$ cat config.mk
export PLATFORM = sky130hd
export DESIGN_NAME = init_sequencer_flat
export DESIGN_NICKNAME = d
export VERILOG_FILES = /design/src/rtl/init_sequencer_if.sv /design/src/rtl/init_sequencer.sv /design/src/flat_wrapper.sv
export SDC_FILE = /design/constraint.sdc
export NUM_CORES = 1
export LEC_CHECK = 0
export ABC_AREA = 1
export CAP_MARGIN = 0
export CORE_ASPECT_RATIO = 1.5
export CORE_MARGIN = 2
export CORE_UTILIZATION = 30
export CTS_CLUSTER_SIZE = 12
export DETAILED_ROUTE_END_ITERATION = 10
export GPL_ROUTABILITY_DRIVEN = 0
export PLACE_DENSITY_LB_ADDON = 0.3
export SYNTH_ARGS = -nofsm -noshare
export SYNTH_HDL_FRONTEND = slang
export SYNTH_SLANG_ARGS = --single-unit
$ cat constraint.sdc
create_clock -name clk -period 3.1 [get_ports clk]
set_input_delay 0.62 -clock clk [delete_from_list [all_inputs] [get_ports clk]]
set_output_delay 0.62 -clock clk [all_outputs]
set_load 0.1 [all_outputs]
$ cat src/rtl/init_sequencer_if.sv
// Table-initialisation bus from init_sequencer to the BTB, BHT and register file.
interface init_sequencer_if #(
   parameter int unsigned BTB_AW = 8,
   parameter int unsigned BTB_DW = 40,
   parameter int unsigned BHT_AW = 8,
   parameter int unsigned REG_AW = 5
);
   logic [BTB_AW-1:0] btb_addr;
   logic [BTB_DW-1:0] btb_init;
   logic              btb_we;
   logic [BHT_AW-1:0] bht_addr;
   logic [1:0]        bht_init;
   logic              bht_we;
   logic [REG_AW-1:0] reg_addr;
   logic [31:0]       reg_init;
   logic              reg_we;

   modport master (
      output btb_addr, btb_init, btb_we,
      output bht_addr, bht_init, bht_we,
      output reg_addr, reg_init, reg_we
   );

   modport slave (
      input btb_addr, btb_init, btb_we,
      input bht_addr, bht_init, bht_we,
      input reg_addr, reg_init, reg_we
   );
endinterface

$ cat src/rtl/init_sequencer.sv
// Power-up/re-init controller: clears BTB, BHT and register file in turn, then
// holds the CPU in reset until a start request releases it.
module init_sequencer #(
   parameter int unsigned BTB_AW   = 8,
   parameter int unsigned BTB_DW   = 40,
   parameter int unsigned BHT_AW   = 8,
   parameter logic [1:0]  BHT_INIT = 2'b01,
   parameter int unsigned REG_AW   = 5,
   parameter int unsigned SP_IDX   = 2,
   parameter logic [31:0] SP_VALUE = 32'h0000_3FFC
) (
   input  logic              clk,
   input  logic              rst,
   input  logic              init_req,
   input  logic              start_req,
   init_sequencer_if.master  bus,
   output logic              busy,
   output logic              init_done,
   output logic              cpu_rst
);

   localparam int unsigned IW0 = (BTB_AW > BHT_AW) ? BTB_AW : BHT_AW;
   localparam int unsigned IW  = (IW0 > REG_AW) ? IW0 : REG_AW;
   localparam logic [IW-1:0] BTB_LAST = IW'((2 ** BTB_AW) - 1);
   localparam logic [IW-1:0] BHT_LAST = IW'((2 ** BHT_AW) - 1);
   localparam logic [IW-1:0] REG_LAST = IW'((2 ** REG_AW) - 1);
   localparam logic [IW-1:0] SP_AT    = IW'(SP_IDX);

   typedef enum logic [2:0] {
      S_IDLE, S_BTB, S_BHT, S_REG, S_DONE, S_RUN
   } state_t;

   state_t        state, state_n;
   logic [IW-1:0] idx, idx_n;
   logic          init_prev, start_prev;
   logic          init_edge, start_edge;

   logic [BTB_AW-1:0] btb_addr_n;
   logic [BTB_DW-1:0] btb_init_n;
   logic              btb_we_n;
   logic [BHT_AW-1:0] bht_addr_n;
   logic [1:0]        bht_init_n;
   logic              bht_we_n;
   logic [REG_AW-1:0] reg_addr_n;
   logic [31:0]       reg_init_n;
   logic              reg_we_n;
   logic              busy_n, init_done_n, cpu_rst_n;

   assign init_edge  = init_req & ~init_prev;
   assign start_edge = start_req & ~start_prev;

   always_comb begin
      state_n = state;
      idx_n   = idx;
      case (state)
         S_IDLE: if (init_edge) begin state_n = S_BTB; idx_n = '0; end
         S_BTB: begin
            if (idx == BTB_LAST) begin state_n = S_BHT; idx_n = '0; end
            else idx_n = idx + IW'(1);
         end
         S_BHT: begin
            if (idx == BHT_LAST) begin state_n = S_REG; idx_n = '0; end
            else idx_n = idx + IW'(1);
         end
         S_REG: begin
            if (idx == REG_LAST) begin state_n = S_DONE; idx_n = '0; end
            else idx_n = idx + IW'(1);
         end
         S_DONE: begin
            if (init_edge) begin state_n = S_BTB; idx_n = '0; end
            else if (start_edge) state_n = S_RUN;
         end
         S_RUN: if (init_edge) begin state_n = S_BTB; idx_n = '0; end
         default: begin state_n = S_IDLE; idx_n = '0; end
      endcase
   end

   // Outputs are decoded from the next state so they land in flops alongside it.
   always_comb begin
      btb_addr_n  = '0;
      btb_init_n  = '0;
      btb_we_n    = 1'b0;
      bht_addr_n  = '0;
      bht_init_n  = '0;
      bht_we_n    = 1'b0;
      reg_addr_n  = '0;
      reg_init_n  = '0;
      reg_we_n    = 1'b0;
      busy_n      = 1'b0;
      init_done_n = 1'b0;
      cpu_rst_n   = 1'b1;
      case (state_n)
         S_BTB: begin
            btb_we_n   = 1'b1;
            btb_addr_n = idx_n[BTB_AW-1:0];
            busy_n     = 1'b1;
         end
         S_BHT: begin
            bht_we_n   = 1'b1;
            bht_addr_n = idx_n[BHT_AW-1:0];
            bht_init_n = BHT_INIT;
            busy_n     = 1'b1;
         end
         S_REG: begin
            reg_we_n   = 1'b1;
            reg_addr_n = idx_n[REG_AW-1:0];
            reg_init_n = (idx_n == SP_AT) ? SP_VALUE : '0;
            busy_n     = 1'b1;
         end
         S_DONE: init_done_n = 1'b1;
         S_RUN: begin
            init_done_n = 1'b1;
            cpu_rst_n   = 1'b0;
         end
         default: ;
      endcase
   end

   always_ff @(posedge clk) begin
      if (rst) begin
         state        <= S_IDLE;
         idx          <= '0;
         init_prev    <= 1'b0;
         start_prev   <= 1'b0;
         bus.btb_addr <= '0;
         bus.btb_init <= '0;
         bus.btb_we   <= 1'b0;
         bus.bht_addr <= '0;
         bus.bht_init <= '0;
         bus.bht_we   <= 1'b0;
         bus.reg_addr <= '0;
         bus.reg_init <= '0;
         bus.reg_we   <= 1'b0;
         busy         <= 1'b0;
         init_done    <= 1'b0;
         cpu_rst      <= 1'b1;
      end else begin
         state        <= state_n;
         idx          <= idx_n;
         init_prev    <= init_req;
         start_prev   <= start_req;
         bus.btb_addr <= btb_addr_n;
         bus.btb_init <= btb_init_n;
         bus.btb_we   <= btb_we_n;
         bus.bht_addr <= bht_addr_n;
         bus.bht_init <= bht_init_n;
         bus.bht_we   <= bht_we_n;
         bus.reg_addr <= reg_addr_n;
         bus.reg_init <= reg_init_n;
         bus.reg_we   <= reg_we_n;
         busy         <= busy_n;
         init_done    <= init_done_n;
         cpu_rst      <= cpu_rst_n;
      end
   end

endmodule

$ cat src/flat_wrapper.sv
// flat-port wrapper written by rule: the top's interface ports become plain ports
module init_sequencer_flat 
#(
   parameter int unsigned BTB_AW   = 8,
   parameter int unsigned BTB_DW   = 40,
   parameter int unsigned BHT_AW   = 8,
   parameter logic [1:0]  BHT_INIT = 2'b01,
   parameter int unsigned REG_AW   = 5,
   parameter int unsigned SP_IDX   = 2,
   parameter logic [31:0] SP_VALUE = 32'h0000_3FFC
)
  (clk, rst, init_req, start_req, busy, init_done, cpu_rst, bus_btb_addr, bus_btb_init, bus_btb_we, bus_bht_addr, bus_bht_init, bus_bht_we, bus_reg_addr, bus_reg_init, bus_reg_we);
  init_sequencer_if #(.BTB_AW(BTB_AW), .BTB_DW(BTB_DW), .BHT_AW(BHT_AW), .REG_AW(REG_AW)) bus_i ();
  input  logic clk;
  input  logic rst;
  input  logic init_req;
  input  logic start_req;
  output logic busy;
  output logic init_done;
  output logic cpu_rst;
  output wire logic [$bits(bus_i.btb_addr)-1:0] bus_btb_addr;
  output wire logic [$bits(bus_i.btb_init)-1:0] bus_btb_init;
  output wire logic [$bits(bus_i.btb_we)-1:0] bus_btb_we;
  output wire logic [$bits(bus_i.bht_addr)-1:0] bus_bht_addr;
  output wire logic [$bits(bus_i.bht_init)-1:0] bus_bht_init;
  output wire logic [$bits(bus_i.bht_we)-1:0] bus_bht_we;
  output wire logic [$bits(bus_i.reg_addr)-1:0] bus_reg_addr;
  output wire logic [$bits(bus_i.reg_init)-1:0] bus_reg_init;
  output wire logic [$bits(bus_i.reg_we)-1:0] bus_reg_we;
  assign bus_btb_addr = bus_i.btb_addr;
  assign bus_btb_init = bus_i.btb_init;
  assign bus_btb_we = bus_i.btb_we;
  assign bus_bht_addr = bus_i.bht_addr;
  assign bus_bht_init = bus_i.bht_init;
  assign bus_bht_we = bus_i.bht_we;
  assign bus_reg_addr = bus_i.reg_addr;
  assign bus_reg_init = bus_i.reg_init;
  assign bus_reg_we = bus_i.reg_we;
  init_sequencer #(.BTB_AW(BTB_AW), .BTB_DW(BTB_DW), .BHT_AW(BHT_AW), .BHT_INIT(BHT_INIT), .REG_AW(REG_AW), .SP_IDX(SP_IDX), .SP_VALUE(SP_VALUE)) u_core (.clk(clk), .rst(rst), .init_req(init_req), .start_req(start_req), .bus(bus_i), .busy(busy), .init_done(init_done), .cpu_rst(cpu_rst));
endmodule
Word-level counts from Yosys, hierarchy flattened
Cells that the tools add are included.
{"block": "classes", "addsub": 1, "eq_ne": 13, "n_mux": 19, "n_bitwise": 7, "n_reduce_logical": 9}
{"op": "$mux W8", "count": 3}
{"op": "$pmux W8 S3", "count": 1}
{"op": "$mux W3", "count": 6}
{"op": "$pmux W3 S5", "count": 1}
{"op": "$mux W14", "count": 1}
{"op": "$eq A3 B2 Y1 const B", "count": 4}
{"op": "$eq A3 B3 Y1 const B", "count": 4}
{"op": "$reduce_or A2 Y1", "count": 6}
{"op": "$add A8 B1 Y8 const B", "count": 1}
{"op": "$eq A8 B2 Y1 const B", "count": 1}
{"op": "$eq A8 B5 Y1 const B", "count": 1}
{"op": "$eq A8 B8 Y1 const B", "count": 1}
{"op": "$mux W1", "count": 7}
{"op": "$eq A3 B1 Y1 const B", "count": 2}
{"op": "$reduce_or A3 Y1", "count": 2}
{"op": "$not A1 Y1", "count": 5}
{"op": "$logic_not A3 Y1", "count": 1}
{"op": "$and A1 B1 Y1", "count": 2}
{"block": "word_totals", "reg_bits": 74, "inputBits": 4, "word_cells": 64}

Depth between registers and ports, before layout
{"block": "depth", "depth_word": 8, "mapped_depth": 12, "ltp_nobuf": 12}

Worst setup path after synthesis
Ideal clock, no wire load.
{"block": "synth_path", "path_kind": "reg2out", "startpoint": "register, netlist name u_core.bus.reg_init[12]", "endpoint": "output port bus_reg_init[10]", "arrival_time_ps": 1536, "slack_ps": 944, "path_stages_with_launch": 2, "path_buffers": 1, "cell_sequence": "dfxtp_1 buf_4"}
{"element": "end: declaration", "line_no": "flat_wrapper.sv:28", "text": "output wire logic [$bits(bus_i.reg_init)-1:0] bus_reg_init;"}

Worst setup path in the final report
{"block": "layout_path", "startpoint": "input port init_req", "endpoint": "register u_core.bus.reg_init[12]"}
{"block": "layout_between", "elab_chain_cells": 6, "elab_cells_between_ends": 11, "cone_classes": "2 x eq/ne; 6 x mux; 2 x bitwise; 1 x reduce/logical"}
{"element": "start: declaration", "line_no": "flat_wrapper.sv:16", "text": "input logic init_req;"}
{"element": "$and A1 B1 Y1 (*)", "line_no": "init_sequencer.sv:49", "text": "assign init_edge = init_req & ~init_prev;"}
{"element": "$mux W3 (on tied branches)", "line_no": "init_sequencer.sv:56, init_sequencer.sv:73, init_sequencer.sv:70"}
{"element": "$pmux W3 S5", "line_no": "init_sequencer.sv:55", "text": "case (state)"}
{"element": "$eq A3 B2 Y1", "line_no": "init_sequencer.sv:92", "text": "case (state_n)"}
{"element": "$not A1 Y1 (no source line)"}
{"element": "$reduce_or A2 Y1 (no source line)"}
{"element": "end signal: assignment", "line_no": "init_sequencer.sv:149", "text": "bus.reg_init <= reg_init_n;"}
{"element": "end: declaration", "line_no": "init_sequencer_if.sv:21", "text": "output reg_addr, reg_init, reg_we"}
Mark *: on every way between the ends. The rest lies on a longest branch, timed or not.
A chain may end at the register's enable or synchronous reset.

==> impl_metrics.ini <==
[cts]
ctsResizeCount = 0
cts_root_buffer = sky130_fd_sc_hd__clkbuf_8
clock_sink_count = 41
ctsHoldBuffers = 0
tritoncts = built
clkTransAtPathRegs_ns = 0.08
cts_buffer_depth = 2
clkLatencyLatePin_ns = 0.29
cts_made_buffers = 5
ctsHtreeMaxLevel = 2
cts.repair_timing.setup_buffer_count = 0

[routing]
ant_nets = 0
drt-pass1-iter-count = 4
routed-via-count = 1559
detail_route.drc_violations = 0
drt-wirelength-per-cell_microns = 10.1
totalWireLength_microns = 4040
mean_number_of_vias_per_cell = 3.88
drt-initial-drc-count = 29

[worst_setup_path]
crit_chain = clkdlybuf4s50_1 -> nand2_1 -> nand2_1 -> nor2_1 -> nor2_1 -> nand4_1 -> nor2_1 -> nand2_1 -> nor2_1
timing.critical_path.mode_cell = sky130_fd_sc_hd__nor2_1
worst-path-stages = 9
worstPathBufferInverterCount = 1
setup.worst_path.class = in2reg
critical_path_required_ns = 3.33
cp_top_family = simple AND/OR/NAND/NOR gates
critPathCaptureType = flop
critPathLaunchType = input port
cp_max_fo = 6
reg2reg_slack_ns = 1.32
crit_path_top_delay_cell = sky130_fd_sc_hd__clkdlybuf4s50_1
r2r_cells = 8
critical_path_arrival_ns = 2.13
slowest_delay_ns = 0.47

[grt]
grtUsageTotal = 0.103
grt_antenna_before_repair = 0
grt_first_pass_wirelength_microns = 6370
vias_in_the_first_global_route = 1430
grt_max_degree = 15
grt-ovfl-total = 0

[pwr]
power_leakage_nw = 1.22
share_clk_of_total_power = 0.346
net_switching_component_of_the_power_mw = 0.608
sequentialPowerShare = 0.361
switching_share = 0.406
peakVddDrop_mv = 0.390
comb_power_share = 0.293
internal_power_mw = 0.892
power_per_cell_area_mw_per_mm2 = 622

[timing]
finalSetupViolations = 0
clock_skew_after_layout_ns = 0.00317
setup-tns-final_ns = 0
grt_setup_unrepaired = no
slew_viol_final = 0
slew_headroom = 0.652
worst_slew_pin_slew_ns = 0.520
report.final.hold_viol_count = 0
layout_min_cycle_time_ns = 1.90
max_frequency_mhz = 526
hold_ws_ns = 0.690
period_share = 0.613

[synthesis]
syn-instance-count = 285
ys_warnings = 0
synth.cell_area_sq_mm = 0.00217
ys_types = 27
avg_cell_area_syn_sq_um = 7.62
yosys_register_bits = 41
synth_seq_area_share = 0.378

[status]
run_status = finished clean

[die]
die_area_sq_mm = 0.00795
starting_density_of_the_core = 0.305
dieHeight_microns = 108
core_region_area_sq_mm = 0.00713
std_cell_rows = 38
ios = 105
die-width_microns = 73.5

[layout]
design.final.nets = 326
diodes = 0
layout-drive-gt1-share = 0.230
area_growth_pct = 11.1

[worst_hold_path]
worstHoldPathType = reg2reg
cell_depth_of_the_worst_min_delay_path = 4

[flow_run]
max-cap-violations = 0

[placed_design]
port_buffers = 43
dpl.hpwl_microns = 3230
==> path summary, 6_finish.rpt <==
| check | from | to |
|---|---|---|
| worst max register to register | u_core.idx[0] | u_core.bus.btb_addr[2] |
| worst min register to register | u_core.idx[7] | u_core.idx[7] |
| worst min-delay path | u_core.idx[7] | u_core.idx[7] |
| worst max-delay path | init_req | u_core.bus.reg_init[12] |
==> cell type report <==
type	instances	area (sq um)
Timing Repair Buffer	43	330
Clock inverter	3	68.8
Tap cell	80	100
Clock buffer	5	68.8
Multi-Input combinational cell	200	912
Sequential cell	41	821
Inverter	30	113
Fill cell	755	4720
==> kinds of logic (layout without fill, tap and decap cells) <==
family	after synthesis	count (layout)	share of synthesized area
AND/OR/NAND/NOR	129	129	0.282
adder cells (fa/ha/maj)	1	1	0.00576
AO/OA/AOI/OAI	8	8	0.0230
buffers and inverters	104	81	0.306
flip-flops	41	41	0.378
other	1	61	0.00173
XOR/XNOR	1	1	0.00403
==> power by group through the flow <==
stage	registers, mW	logic (mW)	clock network [mW]
6_report	0.541	0.440	0.519
5_1_grt	0.543	0.457	0.553
4_1_cts	0.542	0.440	0.529
3_5_place_dp	0.554	0.440	0
3_3_place_gp	0.554	0.439	0
2_1_floorplan	0.587	0.439	0
==> per-stage QoR <==
| stage | power [mW] | utilization | cell area [sq um] | std cells | setup WS (ns) |
|---|---|---|---|---|---|
| 3_3_place_gp | 0.993 | 0.319 | 2280 | 394 | 0.895 |
| 5_1_grt | 1.55 | 0.338 | 2410 | 402 | 1.03 |
| 6_report | 1.50 | 0.338 | 2410 | 402 | 1.20 |
| 2_1_floorplan | 1.03 | - | 2400 | 345 | 0.944 |
| 4_1_cts | 1.51 | 0.338 | 2410 | 402 | 1.18 |
| 3_5_place_dp | 0.994 | 0.319 | 2280 | 394 | 0.879 |
==> worst min-delay path: cells and delay by family, from the launching register on <==
kind	cells	cell delay [ns]
AND/OR/NAND/NOR	3	0.20
buffers and inverters	1	0.10
flip-flops	1	0.36
==> layout by cell type (no fill, tap or decap) <==
cell type                         netlist  layout
sky130_fd_sc_hd__and3_1                 1       1
sky130_fd_sc_hd__clkbuf_8               0       5
sky130_fd_sc_hd__nand3_2                1       1
sky130_fd_sc_hd__o21ai_2                2       2
sky130_fd_sc_hd__nand4_2                1       1
sky130_fd_sc_hd__nor2_2                 3       3
sky130_fd_sc_hd__inv_1                 25      25
sky130_fd_sc_hd__nand3b_4               1       1
sky130_fd_sc_hd__nand2_1               47      47
sky130_fd_sc_hd__ha_1                   1       1
sky130_fd_sc_hd__o21a_1                 1       1
sky130_fd_sc_hd__nor3_1                 1       1
sky130_fd_sc_hd__xor2_1                 1       1
sky130_fd_sc_hd__o21ai_0                4       4
sky130_fd_sc_hd__nand3b_1               2       2
sky130_fd_sc_hd__nand2_2                8       8
sky130_fd_sc_hd__nand4_1                1       1
sky130_fd_sc_hd__nand2_4                2       2
sky130_fd_sc_hd__conb_1                 1      61
sky130_fd_sc_hd__nand3_4                1       1
sky130_fd_sc_hd__bufinv_16              0       2
sky130_fd_sc_hd__inv_2                  5       5
sky130_fd_sc_hd__o21ai_1                1       1
sky130_fd_sc_hd__clkdlybuf4s50_1        0       3
sky130_fd_sc_hd__nor2_1                49      49
sky130_fd_sc_hd__nand3_1                9       9
sky130_fd_sc_hd__dfxtp_1               41      41
sky130_fd_sc_hd__inv_6                  0       1
sky130_fd_sc_hd__buf_4                 73      40
sky130_fd_sc_hd__nor2_4                 2       2
==> layer usage <==
| layer | routed length (microns) | track usage | vias to the layer above |
|---|---|---|---|
| li1 | - | - | 794 |
| met1 | 1550 | 0.100 | 685 |
| met2 | 2180 | 0.207 | 75 |
| met3 | 269 | 0.0261 | 5 |
| met4 | 42 | 0.0273 | 0 |
| met5 | 0 | 0 | - |
==> registers in the layout, summed over array words and instances, names as in the netlist, 3 cells and up <==
register and count:
u_core.bus.bht_addr 8, u_core.bus.btb_addr 8, u_core.idx 8, u_core.bus.reg_addr 5, u_core.state 3
==> Yosys cell counts (all sizes together) <==
cell	instances	share of area
conb	1	0.0017
dfxtp	41	0.38
o21a	1	0.0035
and3	1	0.0029
nor2	54	0.10
xor2	1	0.0040
inv	30	0.052
nand3b	3	0.016
buf	73	0.25
nand2	57	0.11
clkbuf	1	0.0017
ha	1	0.0058
nand4	2	0.0086
o21ai	7	0.020
nor3	1	0.0023
nand3	11	0.033
(Power assumes the default switching activity.)
